**src/rtl/cpu_loader.sv**
```systemverilog
// cpu_loader: streams a program image into a 32x8 CPU memory, pads the
// unused tail with HLT (8'h00), holds the CPU in reset for a fixed number of
// cycles, then supervises the run until the CPU halts or a cycle limit expires.
module cpu_loader #(
  parameter  int unsigned RST_CYCLES = 2,
  parameter  logic [15:0] MAX_CYCLES = 16'hFFFF,
  localparam int unsigned ADDR_W     = 5,
  localparam int unsigned DATA_W     = 8,
  localparam int unsigned CNT_W      = 16
) (
  input  logic              clock,
  input  logic              rst,
  input  logic              start,
  input  logic              in_valid,
  input  logic [DATA_W-1:0] in_data,
  input  logic              in_last,
  output logic              in_ready,
  output logic              mem_write,
  output logic [ADDR_W-1:0] mem_addr,
  output logic [DATA_W-1:0] mem_data,
  output logic              cpu_rst_,
  input  logic              halt,
  input  logic [ADDR_W-1:0] pc_addr,
  output logic              halted,
  output logic              timeout,
  output logic [ADDR_W-1:0] halt_pc,
  output logic [CNT_W-1:0]  run_cycles
);

  localparam logic [ADDR_W-1:0] LAST_ADDR = '1;
  localparam logic [DATA_W-1:0] HLT_OP    = '0;

  typedef enum logic [2:0] {
    S_IDLE,
    S_LOAD,
    S_FILL,
    S_RSTCPU,
    S_RUN,
    S_HALTED
  } state_t;

  state_t             state;
  state_t             state_nxt;
  logic [ADDR_W-1:0]  idx;
  logic [ADDR_W-1:0]  idx_nxt;
  logic [CNT_W-1:0]   rst_cnt;
  logic [CNT_W-1:0]   rst_cnt_nxt;
  logic               in_ready_nxt;
  logic               mem_write_nxt;
  logic [ADDR_W-1:0]  mem_addr_nxt;
  logic [DATA_W-1:0]  mem_data_nxt;
  logic               cpu_rst_nxt;
  logic               halted_nxt;
  logic               timeout_nxt;
  logic [ADDR_W-1:0]  halt_pc_nxt;
  logic [CNT_W-1:0]   run_cycles_nxt;
  logic [CNT_W-1:0]   run_inc;

  // Saturating increment of the run-cycle counter
  assign run_inc = (run_cycles == '1) ? run_cycles : run_cycles + CNT_W'(1);

  // Next-state and next-output decode; every output is registered from here
  always_comb begin
    state_nxt      = state;
    idx_nxt        = idx;
    rst_cnt_nxt    = rst_cnt;
    mem_write_nxt  = 1'b0;
    mem_addr_nxt   = mem_addr;
    mem_data_nxt   = mem_data;
    halted_nxt     = halted;
    timeout_nxt    = timeout;
    halt_pc_nxt    = halt_pc;
    run_cycles_nxt = run_cycles;

    case (state)
      S_IDLE, S_HALTED: begin
        if (start) begin
          state_nxt      = S_LOAD;
          idx_nxt        = '0;
          halted_nxt     = 1'b0;
          timeout_nxt    = 1'b0;
          halt_pc_nxt    = '0;
          run_cycles_nxt = '0;
        end
      end

      S_LOAD: begin
        if (in_valid && in_ready) begin
          mem_write_nxt = 1'b1;
          mem_addr_nxt  = idx;
          mem_data_nxt  = in_data;
          // The top address ends the load whatever in_last says; idx never wraps
          if (idx == LAST_ADDR) begin
            state_nxt   = S_RSTCPU;
            rst_cnt_nxt = '0;
          end else begin
            idx_nxt = idx + ADDR_W'(1);
            if (in_last) begin
              state_nxt = S_FILL;
            end
          end
        end
      end

      S_FILL: begin
        mem_write_nxt = 1'b1;
        mem_addr_nxt  = idx;
        mem_data_nxt  = HLT_OP;
        if (idx == LAST_ADDR) begin
          state_nxt   = S_RSTCPU;
          rst_cnt_nxt = '0;
        end else begin
          idx_nxt = idx + ADDR_W'(1);
        end
      end

      S_RSTCPU: begin
        // The first RSTCPU cycle carries the final memory write, so the CPU
        // sees RST_CYCLES further reset cycles with the memory settled.
        if (rst_cnt >= CNT_W'(RST_CYCLES)) begin
          state_nxt = S_RUN;
        end else begin
          rst_cnt_nxt = rst_cnt + CNT_W'(1);
        end
      end

      S_RUN: begin
        run_cycles_nxt = run_inc;
        if (halt) begin
          state_nxt   = S_HALTED;
          halted_nxt  = 1'b1;
          halt_pc_nxt = pc_addr;
        end else if (run_inc >= MAX_CYCLES) begin
          state_nxt   = S_HALTED;
          halted_nxt  = 1'b1;
          timeout_nxt = 1'b1;
        end
      end

      default: begin
        state_nxt = S_IDLE;
      end
    endcase

    in_ready_nxt = (state_nxt == S_LOAD);
    cpu_rst_nxt  = (state_nxt == S_RUN) || (state_nxt == S_HALTED);
  end

  // State and registered outputs; reset aborts any load or run in progress
  always_ff @(posedge clock or posedge rst) begin
    if (rst) begin
      state      <= S_IDLE;
      idx        <= '0;
      rst_cnt    <= '0;
      in_ready   <= 1'b0;
      mem_write  <= 1'b0;
      mem_addr   <= '0;
      mem_data   <= '0;
      cpu_rst_   <= 1'b0;
      halted     <= 1'b0;
      timeout    <= 1'b0;
      halt_pc    <= '0;
      run_cycles <= '0;
    end else begin
      state      <= state_nxt;
      idx        <= idx_nxt;
      rst_cnt    <= rst_cnt_nxt;
      in_ready   <= in_ready_nxt;
      mem_write  <= mem_write_nxt;
      mem_addr   <= mem_addr_nxt;
      mem_data   <= mem_data_nxt;
      cpu_rst_   <= cpu_rst_nxt;
      halted     <= halted_nxt;
      timeout    <= timeout_nxt;
      halt_pc    <= halt_pc_nxt;
      run_cycles <= run_cycles_nxt;
    end
  end

endmodule

```
**config.mk**
```make
export PLATFORM = sky130hd
export DESIGN_NAME = cpu_loader
export DESIGN_NICKNAME = d
export VERILOG_FILES = /design/src/rtl/cpu_loader.sv
export SDC_FILE = /design/constraint.sdc
export NUM_CORES = 1
export LEC_CHECK = 0
export ABC_AREA = 0
export CELL_PAD_IN_SITES_DETAIL_PLACEMENT = 1
export CELL_PAD_IN_SITES_GLOBAL_PLACEMENT = 2
export CORE_AREA = 2 2 104 106
export DETAILED_ROUTE_END_ITERATION = 10
export DIE_AREA = 0 0 106 108
export GPL_TIMING_DRIVEN = 0
export PLACE_DENSITY_LB_ADDON = 0.1
export SYNTH_ARGS = -nofsm -noshare
export SYNTH_HDL_FRONTEND = slang
export SYNTH_SLANG_ARGS = --single-unit
```
**constraint.sdc**
```tcl
create_clock -name clock -period 2.4 [get_ports clock]
set_input_delay 0.48 -clock clock [delete_from_list [all_inputs] [get_ports clock]]
set_output_delay 0.48 -clock clock [all_outputs]
set_load 0.01 [all_outputs]
```
# Word level (Yosys, flattened, before mapping)
# Cells that the tools add are included.
totals:
  regBits: 63
  input_bits: 19
  word_cells: 83
classes:
  n_addsub: 3
  magnitude_cmp: 2
  eq_ne: 17
  muxes: 34
  n_reduce_logical: 15
op_table:
  columns: ["operator", "n"]
  rows:
  - ["$mux W16", 5]
  - ["$pmux W16 S3", 1]
  - ["$add A16 B1 Y16 const B", 2]
  - ["$pmux W16 S2", 1]
  - ["$mux W5", 5]
  - ["$mux W3", 8]
  - ["$pmux W5 S2", 2]
  - ["$eq A16 B16 Y1 const B", 1]
  - ["$ge A16 B16 Y1 const B", 1]
  - ["$ge A16 B2 Y1 const B", 1]
  - ["$pmux W8 S2", 1]
  - ["$pmux W3 S5", 1]
  - ["$pmux W5 S3", 1]
  - ["$eq A3 B3 Y1 const B", 4]
  - ["$ne A2 B2 Y1 const B", 6]
  - ["$reduce_and A3 Y1", 4]
  - ["$mux W8", 1]
  - ["$eq A3 B1 Y1 const B", 2]
  - ["$eq A3 B2 Y1 const B", 2]
  - ["$pmux W1 S2", 3]
  - ["$reduce_bool A3 Y1", 2]
  - ["$add A5 B1 Y5 const B", 1]
  - ["$eq A5 B5 Y1 const B", 1]
  - ["$mux W1", 5]
  - ["8 further kinds", 10]

# Longest topological paths before layout
depth:
  word_depth: 8
  mapped_depth: 9
  mapped_depth_nobuf: 9

# Least setup slack after synthesis
# OpenSTA, ideal clock, no wires.
synth_timing:
  kind: "register to register"
  startpoint: "reg idx[0]"
  endpoint: "reg idx[3]"
  setup_ps: 78
  t_arrival_ps: 2083
  t_required_ps: 2322
  setup_slack_ps: 240
  stages_incl_launch_ff: 9
  path_cell_list: "dfrtp_1 ha_1 and3_1 ha_1 and4b_1 nor3_1 o32a_1 or3_1 a21oi_1"
synth_via:
  elab_chain_cells: 4
  word_cells_on_any_way: 5
  cone_classes: "add/sub (1); eq/ne (1); mux (3)"
synth_rtl:
  columns: ["item", "line_no", "source"]
  rows:
  - ["start, declared", "44", "logic [ADDR_W-1:0] idx;"]
  - ["start signal, assigned", "166", "idx <= idx_nxt;"]
  - ["$add A5 B1 Y5 / $eq A5 B5 Y1 (equally long branches)", null, null]
  - ["$mux W5 *", "93, 109", null]
  - ["$mux W5", "88", "if (in_valid && in_ready) begin"]
  - ["$pmux W5 S3 *", "75", "case (state)"]
# Mark *: on every way between the ends. The rest lies on a longest branch, timed or not. The select of a mux whose other input is x is not followed.
# A chain may end at the register's enable or synchronous reset.

# Worst setup path after layout
# Ends and elaborated chain as after synthesis.

==> impl_metrics.py <==
metrics = {
    "run_status": {
        "run_status": "completed",
    },
    "detailed_routing": {
        "first_pass_iters": 4,
        "drc": 0,
        "vias": 2788,
        "drtIter0Drc": 56,
        "wire_per_inst_um": 15.9,
        "ant_nets": 0,
        "routed_wl_um": 8840,
        "viasPerCell": 5.01,
    },
    "worst_setup_path": {
        "setup.worst_path.class": "reg2reg",
        "crit_start": "idx[0]$_DFFE_PP0P_",
        "reg2reg_depth": 8,
        "critPathCaptureType": "flop",
        "cp-start-kind": "flop",
        "crit_path_max_incr_delay_ns": 0.42,
        "cp.arrival_ns": 2.58,
        "cp_top_family": "simple AND/OR/NAND/NOR gates",
        "cp_num_cells": 8,
        "crit_fanout": 6,
        "crit_path_cell_trace": "ha_1 > and3_1 > ha_2 > and4b_1 > nor3_1 > o32a_2 > or3_1 > a21oi_1",
        "reg2reg_from": "idx[0]$_DFFE_PP0P_",
        "reg2reg_slack_ns": 0.1,
        "r2r_end": "idx[3]$_DFFE_PP0P_",
        "critical_path_required_ns": 2.67,
        "path_buf_inv": 0,
        "critPathSlowestCell": "dfrtp_1",
    },
    "timing": {
        "finalHoldViolCount": 0,
        "fmax_ghz": 0.434,
        "max-slew-margin-rel_pct": 50.2,
        "finalCritPeriodShare_pct": 95.9,
        "finalSetupViolCount": 0,
        "max_slew.worst_pin.slew_ns": 0.745,
        "drv_slew": 0,
        "whs_ns": 0.489,
        "fin_crit_ns": 2.30,
        "rsz0062_at_grt": "true",
        "finalClockSkew_ns": 0.0104,
    },
    "hold_path": {
        "hold_path_class": "reg2reg",
        "hold_end": "halt_pc[1]$_DFFE_PP0P_",
        "min-delay-start": "halt_pc[1]$_DFFE_PP0P_",
        "hold_depth": 2,
    },
    "clock_network": {
        "cts_buffers": 9,
        "cts_tree": "done",
        "clock_path_buffers": 2,
        "clk_latency_ns": 0.35,
        "path_clk_slew_ns": 0.07,
        "cts.sinks": 63,
        "cts_root_buf": "clkbuf_8",
        "htreeDepth": 3,
    },
    "global_routing": {
        "grt_pass1_vias": 2852,
        "grt_max_degree": 35,
        "grt_usage_pct": 16.7,
        "grt_overflow": 0,
        "grt_first_pass_wirelength_um": 14800,
        "antenna_found_initial": 0,
    },
    "die": {
        "die_area_mm2": 0.0114,
        "die_w_um": 106,
        "fp.dieH_um": 108,
        "fp.coreArea_mm2": 0.0102,
        "start_util_pct": 31.3,
        "io_pins": 58,
        "rows": 37,
    },
    "logic_synthesis": {
        "yosysSeqAreaShare_pct": 49.2,
        "synth_area_mm2": 0.00320,
        "syn_inst": 334,
        "ys_seq_elements": 63,
        "async_flop_share_pct": 100,
        "synth.distinct_cells": 54,
        "synth_edf_count": 0,
        "syn_nets": 358,
        "synth-warning-count": 0,
        "synth.avg_cell_area_um2": 9.59,
        "ys.flop_type": "dfrtp_1",
    },
    "power": {
        "p_per_area_mw_per_mm2": 852,
        "p_total_uw": 3630,
        "leakagePower_uw": 0.00182,
        "peakVddDrop_v": 0.000245,
    },
    "cells_and_area": {
        "synthToLayoutAreaGrowth_pct": 33.1,
        "final_nets": 439,
        "drive_gt1_share_pct": 13.8,
        "layout_common_cells": "dfrtp_1 (61), clkdlybuf4s50_1 (57), o21ai_0 (42)",
        "antenna_cells": 0,
        "mostFrequentLayoutCell": "dfrtp_1",
    },
    "place": {
        "dp_hpwl_um": 6190,
        "io_buffers": 57,
        "gp_congestion": 0.797,
    },
    "job": {
        "maxCapViolations": 0,
    },
}
[logic make-up (layout without fill, tap and decap cells)]
group                      count (synthesis)  in the layout  share of synthesized area, %
xor gates and xnor gates                   4              4                          1.09
adders and majority gates                  5              5                          1.95
and+or+nand+nor                          140            140                          23.8
muxes                                     16             16                          5.23
buffers and inverters                     25            111                          3.52
DFF                                       63             63                          49.2
AOI/OAI and AO/OA                         81             81                          15.2
[stage by stage]
stage	setup WS, ns	instances	util (%)	area, um^2	setup TNS [ns]
after floorplan	0.240	334	-	3200	0
after global routing	-0.0640	556	41.7	4260	-0.177
after CTS	0.00592	547	40.8	4170	0
after detailed placement	-0.400	528	38.7	3960	-4.17
final	0.0978	556	41.7	4260	0
after global placement	-0.897	527	38.5	3940	-61.48
[sequential cells by signal, summed over array words and instances (netlist names)]
register / count
mem_data: 8
timeout: 1
idx: 5
rst_cnt: 16
mem_write: 1
run_cycles: 16
state: 3
mem_addr: 5
cpu_rst_: 1
in_ready: 1
halt_pc: 5
halted: 1
[area by class of cell]
cell class              count  area, um^2
fillers                  1183        5970
flip-flops and latches     63        1580
multi-input cells         246        1540
repair buffers             70         681
well taps                 136         170
clock buffers              13         159
plain buffers              19        90.1
inverters                   6        22.5
clock inverters             3        17.5
[metal layers]
layer,GRT usage [%],part of all wire [%]
met5,0,0
met4,7.89,2.1
met3,3.19,3.0
met2,26.3,48
met1,22.4,47
[where the power goes]
| part | internal (uW) | switching, uW | total [uW] |
|---|---|---|---|
| Clock | 428 | 419 | 847 |
| Sequential | 1260 | 134 | 1390 |
| Combinational | 665 | 727 | 1390 |
[worst register-to-register path: cells and delay by family (launching register included)]
family / cells / cell delay (ns)
DFF: 1 / 0.42
adders and majority gates: 2 / 0.43
AOI/OAI and AO/OA: 2 / 0.57
and+or+nand+nor: 4 / 0.81
[worst max path at each step]
stage,to,slack (ns)
detailed placement,state[0]$_DFF_PP0_,-0.40
global placement,halt_pc[3]$_DFFE_PP0P_,-0.90
CTS,idx[3]$_DFFE_PP0P_,0.006
global route,halt_pc[4]$_DFFE_PP0P_,-0.06
floorplan,idx[3]$_DFFE_PP0P_,0.24
finish,idx[3]$_DFFE_PP0P_,0.1
[synth_stat cells (2+ instances only)]
| cell type | n | area share, % |
|---|---|---|
| xnor2_1 | 3 | 0.82 |
| a311oi_1 | 2 | 0.55 |
| nor2b_1 | 16 | 3.1 |
| dfrtp_1 | 63 | 49 |
| nor3b_1 | 3 | 0.70 |
| nor2_1 | 28 | 3.3 |
| nor4_1 | 7 | 1.4 |
| or4_1 | 2 | 0.47 |
| or2_2 | 2 | 0.39 |
| and3_1 | 2 | 0.39 |
| and4_1 | 2 | 0.55 |
| mux2i_1 | 10 | 3.1 |
| o21ai_0 | 42 | 6.6 |
| nand2b_1 | 4 | 0.78 |
| mux2_2 | 6 | 2.1 |
| nand3_1 | 8 | 1.3 |
| a31oi_1 | 4 | 0.78 |
| o31ai_1 | 3 | 0.70 |
| nor3_1 | 8 | 1.3 |
| a21o_1 | 2 | 0.47 |
| and2_1 | 2 | 0.39 |
| nand4_1 | 6 | 1.2 |
| nand2_1 | 39 | 4.6 |
| o31a_1 | 2 | 0.55 |
| or3_1 | 2 | 0.39 |
| a21oi_1 | 13 | 2.0 |
| ha_1 | 5 | 2.0 |
| buf_2 | 9 | 1.4 |
| clkbuf_1 | 9 | 1.1 |
| inv_1 | 6 | 0.70 |
[timing repair]
item | 4_1_cts | 5_1_grt
setup endpoints to repair | 16 | 20
buffers inserted | 3 | 9
gates resized for setup | 2 | 6
pin swaps | 2 | 3
hold buffers | 0 | 0
Note: power is estimated with default switching activity, not from simulation.
